==> src/rtl/tpmem_ctrl.sv <==
// tpmem_ctrl: row scheduler in front of the 8x8 transpose memory.
// Buffers upstream rows in a small FIFO and drives the transpose memory
// write-enable so that blocks are only ever written whole. The 4-bit shadow
// counter tracks the transpose memory's own counter: FILL while cnt[3]=0,
// DRAIN for the 8 cycles with cnt[3]=1. A full block buffered at cnt==8 is
// written column-wise during DRAIN (burst), overlapping the previous output.
module tpmem_ctrl #(
    parameter int BW    = 11,
    parameter int DEPTH = 16
) (
    input  logic            i_clk,
    input  logic            i_Reset,
    input  logic [8*BW-1:0] i_data,
    input  logic            i_valid,
    output logic            o_ready,
    output logic [8*BW-1:0] o_tp_data,
    output logic            o_tp_en,
    output logic            o_out_first,
    output logic            o_out_last,
    output logic [15:0]     o_blk_cnt,
    output logic            o_busy
);

    localparam int            AW       = $clog2(DEPTH);
    localparam int            CW       = AW + 1;
    localparam logic [CW-1:0] FULL     = CW'(DEPTH);
    localparam logic [CW-1:0] BLK_ROWS = CW'(8);

    logic [8*BW-1:0] mem [DEPTH];
    logic [AW-1:0]   wr_ptr;
    logic [AW-1:0]   rd_ptr;
    logic [CW-1:0]   count;
    logic [3:0]      cnt;
    logic            burst_r;
    logic            push;
    logic            pop;
    logic            cnt_is8;
    logic            cnt_is15;
    logic            have_block;

    assign o_ready    = (count != FULL);
    assign push       = i_valid && o_ready;
    assign pop        = o_tp_en;
    assign cnt_is8    = (cnt == 4'd8);
    assign cnt_is15   = (cnt == 4'd15);
    assign have_block = (count >= BLK_ROWS);
    assign o_busy     = (count != '0) || (cnt != 4'd0);

    // An empty FIFO presents zero so the data bus is clean in and after reset.
    assign o_tp_data  = (count != '0) ? mem[rd_ptr] : '0;

    // Enable depends on registered state only: FILL issues any buffered row,
    // cnt==8 decides the burst, and the rest of DRAIN follows that decision.
    always_comb begin
        o_tp_en = 1'b0;
        if (!cnt[3]) begin
            o_tp_en = (count != '0);
        end else if (cnt_is8) begin
            o_tp_en = have_block;
        end else begin
            o_tp_en = burst_r;
        end
    end

    // Row storage; contents need no reset because the pointers and count do.
    always_ff @(posedge i_clk) begin
        if (push) begin
            mem[wr_ptr] <= i_data;
        end
    end

    // FIFO pointers and occupancy; a simultaneous push and pop keeps count.
    always_ff @(posedge i_clk or negedge i_Reset) begin
        if (!i_Reset) begin
            wr_ptr <= '0;
            rd_ptr <= '0;
            count  <= '0;
        end else begin
            if (push) begin
                wr_ptr <= wr_ptr + AW'(1);
            end
            if (pop) begin
                rd_ptr <= rd_ptr + AW'(1);
            end
            case ({push, pop})
                2'b10:   count <= count + CW'(1);
                2'b01:   count <= count - CW'(1);
                default: count <= count;
            endcase
        end
    end

    // Shadow counter and burst flag, mirroring the transpose memory counter.
    always_ff @(posedge i_clk or negedge i_Reset) begin
        if (!i_Reset) begin
            cnt     <= 4'd0;
            burst_r <= 1'b0;
        end else begin
            if (o_tp_en || cnt[3]) begin
                cnt <= cnt + 4'd1;
            end
            if (cnt_is8 && have_block) begin
                burst_r <= 1'b1;
            end else if (cnt_is15) begin
                burst_r <= 1'b0;
            end
        end
    end

    // Framing pulses land one cycle after cnt==8 / cnt==15, matching the memory output.
    always_ff @(posedge i_clk or negedge i_Reset) begin
        if (!i_Reset) begin
            o_out_first <= 1'b0;
            o_out_last  <= 1'b0;
            o_blk_cnt   <= 16'd0;
        end else begin
            o_out_first <= cnt_is8;
            o_out_last  <= cnt_is15;
            if (cnt_is15) begin
                o_blk_cnt <= o_blk_cnt + 16'd1;
            end
        end
    end

endmodule

==> config.mk <==
export PLATFORM = sky130hd
export DESIGN_NAME = tpmem_ctrl
export DESIGN_NICKNAME = d
export VERILOG_FILES = /design/src/rtl/tpmem_ctrl.sv
export SDC_FILE = /design/constraint.sdc
export NUM_CORES = 2
export LEC_CHECK = 0
export BUFFER_PORTS_ARGS = -buffer_cell sky130_fd_sc_hd__buf_2
export CELL_PAD_IN_SITES_DETAIL_PLACEMENT = 0
export CELL_PAD_IN_SITES_GLOBAL_PLACEMENT = 1
export CORE_MARGIN = 2
export CORE_UTILIZATION = 49
export DETAILED_ROUTE_END_ITERATION = 8
export PLACE_DENSITY = 0.76
export RECOVER_POWER = 50
export SYNTH_ARGS = -nofsm -noshare
export SYNTH_HDL_FRONTEND = slang
export SYNTH_SLANG_ARGS = --single-unit
==> constraint.sdc <==
create_clock -name i_clk -period 8.05 [get_ports i_clk]
set_input_delay 1.61 -clock i_clk [delete_from_list [all_inputs] [get_ports i_clk]]
set_output_delay 1.61 -clock i_clk [all_outputs]
set_load 0.05 [all_outputs]
-- Word-level counts from Yosys, hierarchy flattened
Memory sizes are Yosys's and may differ from the RTL's.
Index checks and enable logic that the tools add are counted.
W data, S select, Z words.
- flip-flop bits (word level): 36
- bits in writable memories: 1408
- input bits: 91
- output and inout bits: 109
- logic and storage cells: 37
- memories kept: 1
- add/sub/neg operators: 6
- $lt $le $gt $ge: 1
- eq/ne operators: 5
- multiplexer cells: 8
- reduce and logical (&&, ||, !) cells: 8
- memories (memory ; depth ; bits a word ; rd ports ; clocked after memory_dff ; write ports ; RTL line ; source):
    mem ; 16 ; 88 ; 1 ; 0 ; 1 ; 29 ; logic [8*BW-1:0] mem [DEPTH];
- operator list (kind ; count):
    $mux W88 ; 1
    $add A16 B1 Y16 const B ; 1
    $add A4 B1 Y4 const B ; 3
    $pmux W5 S2 ; 1
    $eq A4 B4 Y1 const B ; 2
    $mux W1 ; 6
    $add A5 B1 Y5 const B ; 1
    $ge A5 B4 Y1 const B ; 1
    $ne A5 B5 Y1 const B ; 1
    $reduce_bool A5 Y1 ; 1
    $sub A5 B1 Y5 const B ; 1
    $reduce_bool A2 Y1 ; 2
    $reduce_bool A4 Y1 ; 1
    $eq A2 B1 Y1 const B ; 1
    $eq A2 B2 Y1 const B ; 1
    $logic_and A1 B1 Y1 ; 2
    $logic_or A1 B1 Y1 ; 2

-- Longest topological paths before layout
- depth in word-level cells: 5
- mapped depth: 13
- gate-level depth less buffers: 12

-- Least setup slack after synthesis
No wires, ideal clock.
- path kind: input port to flip-flop
- start point: in i_valid
- end point: mem mem[3][0] (netlist bit), enable pin
- data arrival time: 7.985 ns
- required time: 7.408 ns
- slack: -0.578 ns
- stages on the path: 4
- buffers on the path: 1
- cells stage by stage: o31a_1 -> buf_2 -> nand2_1 -> nor3_1
- cells in the longest elaborated chain, start to end: 3
- ends and longest elaborated chain (element ; RTL line ; source):
    from (decl) ; 14 ; input logic i_valid,
    $logic_and A1 B1 Y1 ; 42 ; assign push = i_valid && o_ready;
    $mux W1 ; 67 ; if (push) begin
    $mux W1 (implied by the code) ; 68 ; mem[wr_ptr] <= i_data;
    to (decl) ; 29 ;
No other way between the ends.

-- Worst setup path after layout
- start point: reg rd_ptr[2]
- end point: out o_tp_data[86]
- cells in the longest elaborated chain, start to end: 2
- ends and longest elaborated chain (element ; RTL line ; source):
    from (decl) ; 31 ; logic [AW-1:0] rd_ptr;
    from (signal assigned) ; 83 ; rd_ptr <= rd_ptr + AW'(1);
    $mem_v2 Z16 W88 ; - ;
    $mux W88 ; 50 ; assign o_tp_data = (count != '0) ? mem[rd_ptr] : '0;
    to (decl) ; 16 ; output logic [8*BW-1:0] o_tp_data,
No other way between the ends.

==> results.py <==
metrics = {
    "hold_path": {
        "hp-class": "reg2reg",
    },
    "timing": {
        "max_freq_mhz": 167,
        "worst_pin_slew_ns": 2.24,
        "rsz0062_at_grt": "no",
        "fin_crit_sh": 0.745,
        "final_max_slew_viol_count": 65,
        "setup_viol": 0,
        "fin_crit_ns": 6.00,
        "setup_ws_ns": 2.05,
        "worst_clock_skew_ns": 0.0270,
        "tns_ns": 0,
        "slew_headroom": -0.490,
        "hold_slack_ns": 0.483,
        "hold_violations": 0,
    },
    "floorplan": {
        "ios": 200,
        "core-area_um2": 114000,
        "rows": 124,
        "die_h_um": 342,
        "die_area_um2": 117000,
        "start_util": 0.492,
        "die_x_um": 342,
    },
    "cts": {
        "worstSkewPairLatency_ns": 0.76,
        "cts_tree": "yes",
        "root_buffer": "clkbuf_16",
        "cts_hold_buf": 0,
        "cts_setup_buffers": 0,
        "htree_num_levels": 4,
        "cts.sinks": 1444,
        "cts_buffer_depth": 3,
        "cts.clk_slew.worst_paths_ns": 0.06,
        "numCtsBuffers": 145,
        "cts_resized": 0,
    },
    "route": {
        "ant_nets": 0,
        "avgViaCountPerCell": 5.98,
        "wl_met2_mm": 63.5,
        "drcViolationCount": 0,
        "drt-wirelength-per-cell_um": 27.9,
        "vias": 27238,
        "highest_layer": "met5",
        "met3_length_mm": 9.01,
        "drt-pass1-iter-count": 7,
        "drtIter0Drc": 2771,
        "wl_mm": 127,
        "wl_met1_mm": 51.8,
    },
    "placed_design": {
        "pre_cts_ws_ns": 2.81,
        "gp_congestion": 0.734,
        "place.port_buffers": 199,
        "dp_hpwl_mm": 63.7,
    },
    "status": {
        "failed_checks": "max-capacitance violations, max-slew violations",
        "status": "finished, violations left",
    },
    "job": {
        "drv_cap": 3,
    },
    "critical_path": {
        "arrival_ns": 4.39,
        "crit_path_max_fanout": 49,
        "cp-end-kind": "output pin",
        "startpoint_type": "flop",
        "required_ns": 6.44,
        "critPathKind": "reg2out",
    },
    "logic_synthesis": {
        "ys_warn_count": 0,
        "synthMuxAreaShare": 0.151,
        "synthAdderAreaFrac": 0.00268,
        "synth_area_um2": 56000,
        "syn_avg_cell_area_um2": 20.9,
        "synth_top_family_by_area": "multiplexers",
        "synth_cells": 2687,
        "ys_seq_area_frac": 0.771,
        "synth_compound_gate_area_share": 0.0343,
        "synth-async-reset-ratio": 0.0249,
        "synth_cell_types": 53,
        "synth_xor_area_frac": 0.00422,
        "yosys.area_share.simple": 0.0182,
        "ys_ff_latch": 1444,
        "synthFlopType": "edfxtp_1",
        "syn_nets": 2790,
        "synth-edff-count": 1408,
    },
    "power_and_ir_drop": {
        "p_leak_uw": 0.0208,
        "ir_drop_mv": 0.504,
        "p_per_area_nw_per_um2": 382,
    },
    "layout": {
        "multiInputGateArea_um2": 11900,
        "seqCellArea_um2": 43200,
        "utilization": 0.552,
        "drive_above_1_share": 0.196,
        "fillers": 8490,
        "nets": 3029,
        "area_delta_synth_final_pct": 12.1,
    },
    "global_routing": {
        "gr-usage-all-layers": 0.218,
        "grt_pass1_vias": 28164,
        "overflow": 0,
        "grt_pass1_wl_mm": 185,
        "grt_antenna_before_repair": 19,
        "grt_max_degree": 129,
    },
}
[flip-flops by register name, indices dropped and copies added (netlist names)]
register,cells
o_out_last,1
wr_ptr,4
burst_r,1
rd_ptr,4
mem,1408
cnt,4
count,5
o_blk_cnt,16
o_out_first,1
[placed cells by master (no fill, tap or decap), types with 13 or more instances in the layout]
cell type     n
clkinv_2     17
o22ai_1      51
clkbuf_16   149
a21oi_1      20
nand2_1      82
mux2i_1     349
a22oi_1     134
clkinv_1     32
xnor2_1      20
edfxtp_1   1408
nor2b_1      22
buf_4        36
nand2b_1     13
mux4_2      205
a211oi_1     39
dfrtp_1      32
buf_2       110
clkbuf_1    124
[Yosys cell counts (21+ instances only)]
library cell,instances,area share
buf_2,38,0.0034
edfxtp_1,1408,0.75
o22ai_1,51,0.0057
buf_6,30,0.0060
nor2_1,21,0.0014
nor2b_1,24,0.0027
a22oi_1,134,0.018
mux2i_1,349,0.062
nand2_1,83,0.0056
clkbuf_1,55,0.0037
dfrtp_1,36,0.016
a211oi_1,39,0.0052
mux4_2,205,0.082
[layout make-up]
class | count | share of cell area
Antenna cell | 5 | 0.000199
Inverter | 8 | 0.000478
Sequential cell | 1444 | 0.687
Clock inverter | 77 | 0.00868
Multi-Input combinational cell | 1080 | 0.190
Tap cell | 1512 | 0.0301
Timing Repair Buffer | 247 | 0.0222
Clock buffer | 184 | 0.0614
[path summary, 6_finish.rpt]
kind,startpoint,endpoint,slack [ns],cells past startpoint
min in group asynchronous,i_Reset,o_blk_cnt[1],1.50,1
max in group asynchronous,i_Reset,rd_ptr[3],4.93,1
min reg2reg,o_blk_cnt[7],o_blk_cnt[7],0.48,1
min,o_blk_cnt[7],o_blk_cnt[7],0.48,1
max reg2reg,count[2],mem[8][31],4.08,5
max,rd_ptr[2],o_tp_data[86],2.05,7
[routing by layer]
| layer | GRT usage | vias up |
|---|---|---|
| met5 | 0 | - |
| met4 | 0.0694 | 22 |
| met3 | 0.0459 | 201 |
| met2 | 0.357 | 991 |
| met1 | 0.294 | 14402 |
| li1 | - | 11622 |
[critical path, cell delays in order (launching register included)]
cell	delay [ns]
dfrtp_4	0.99
buf_4	0.76
nor2b_4	0.30
buf_4	0.38
a22oi_1	0.22
a21oi_1	0.09
a211oi_1	0.45
buf_2	0.35
[report_power, final]
group          switching (uW)  total, uW  internal (uW)
Sequential                391       9450           9060
Combinational            5520       8280           2770
Clock                    2760       6270           3500
Total                    8670      24000          15300
[per-stage QoR]
step / cells / area [um^2] / total power [uW]
6_report: 4557 / 62800 / 24000
2_1_floorplan: 2687 / 56100 / 15800
3_3_place_gp: 4291 / 58600 / 17800
3_5_place_dp: 4291 / 58600 / 18000
4_1_cts: 4552 / 63000 / 24200
5_1_grt: 4556 / 62800 / 24900
[logic make-up (layout without fill, tap and decap cells)]
family          after synthesis  in the layout
flops                      1444           1444
mux                         569            569
compound gates              268            268
simple gates                204            204
buf+inv                     163            516
xor+xnor                     27             27
fa+ha+maj                    12             12
other cells                   0              5
Note: power is estimated with default switching activity, not from simulation.
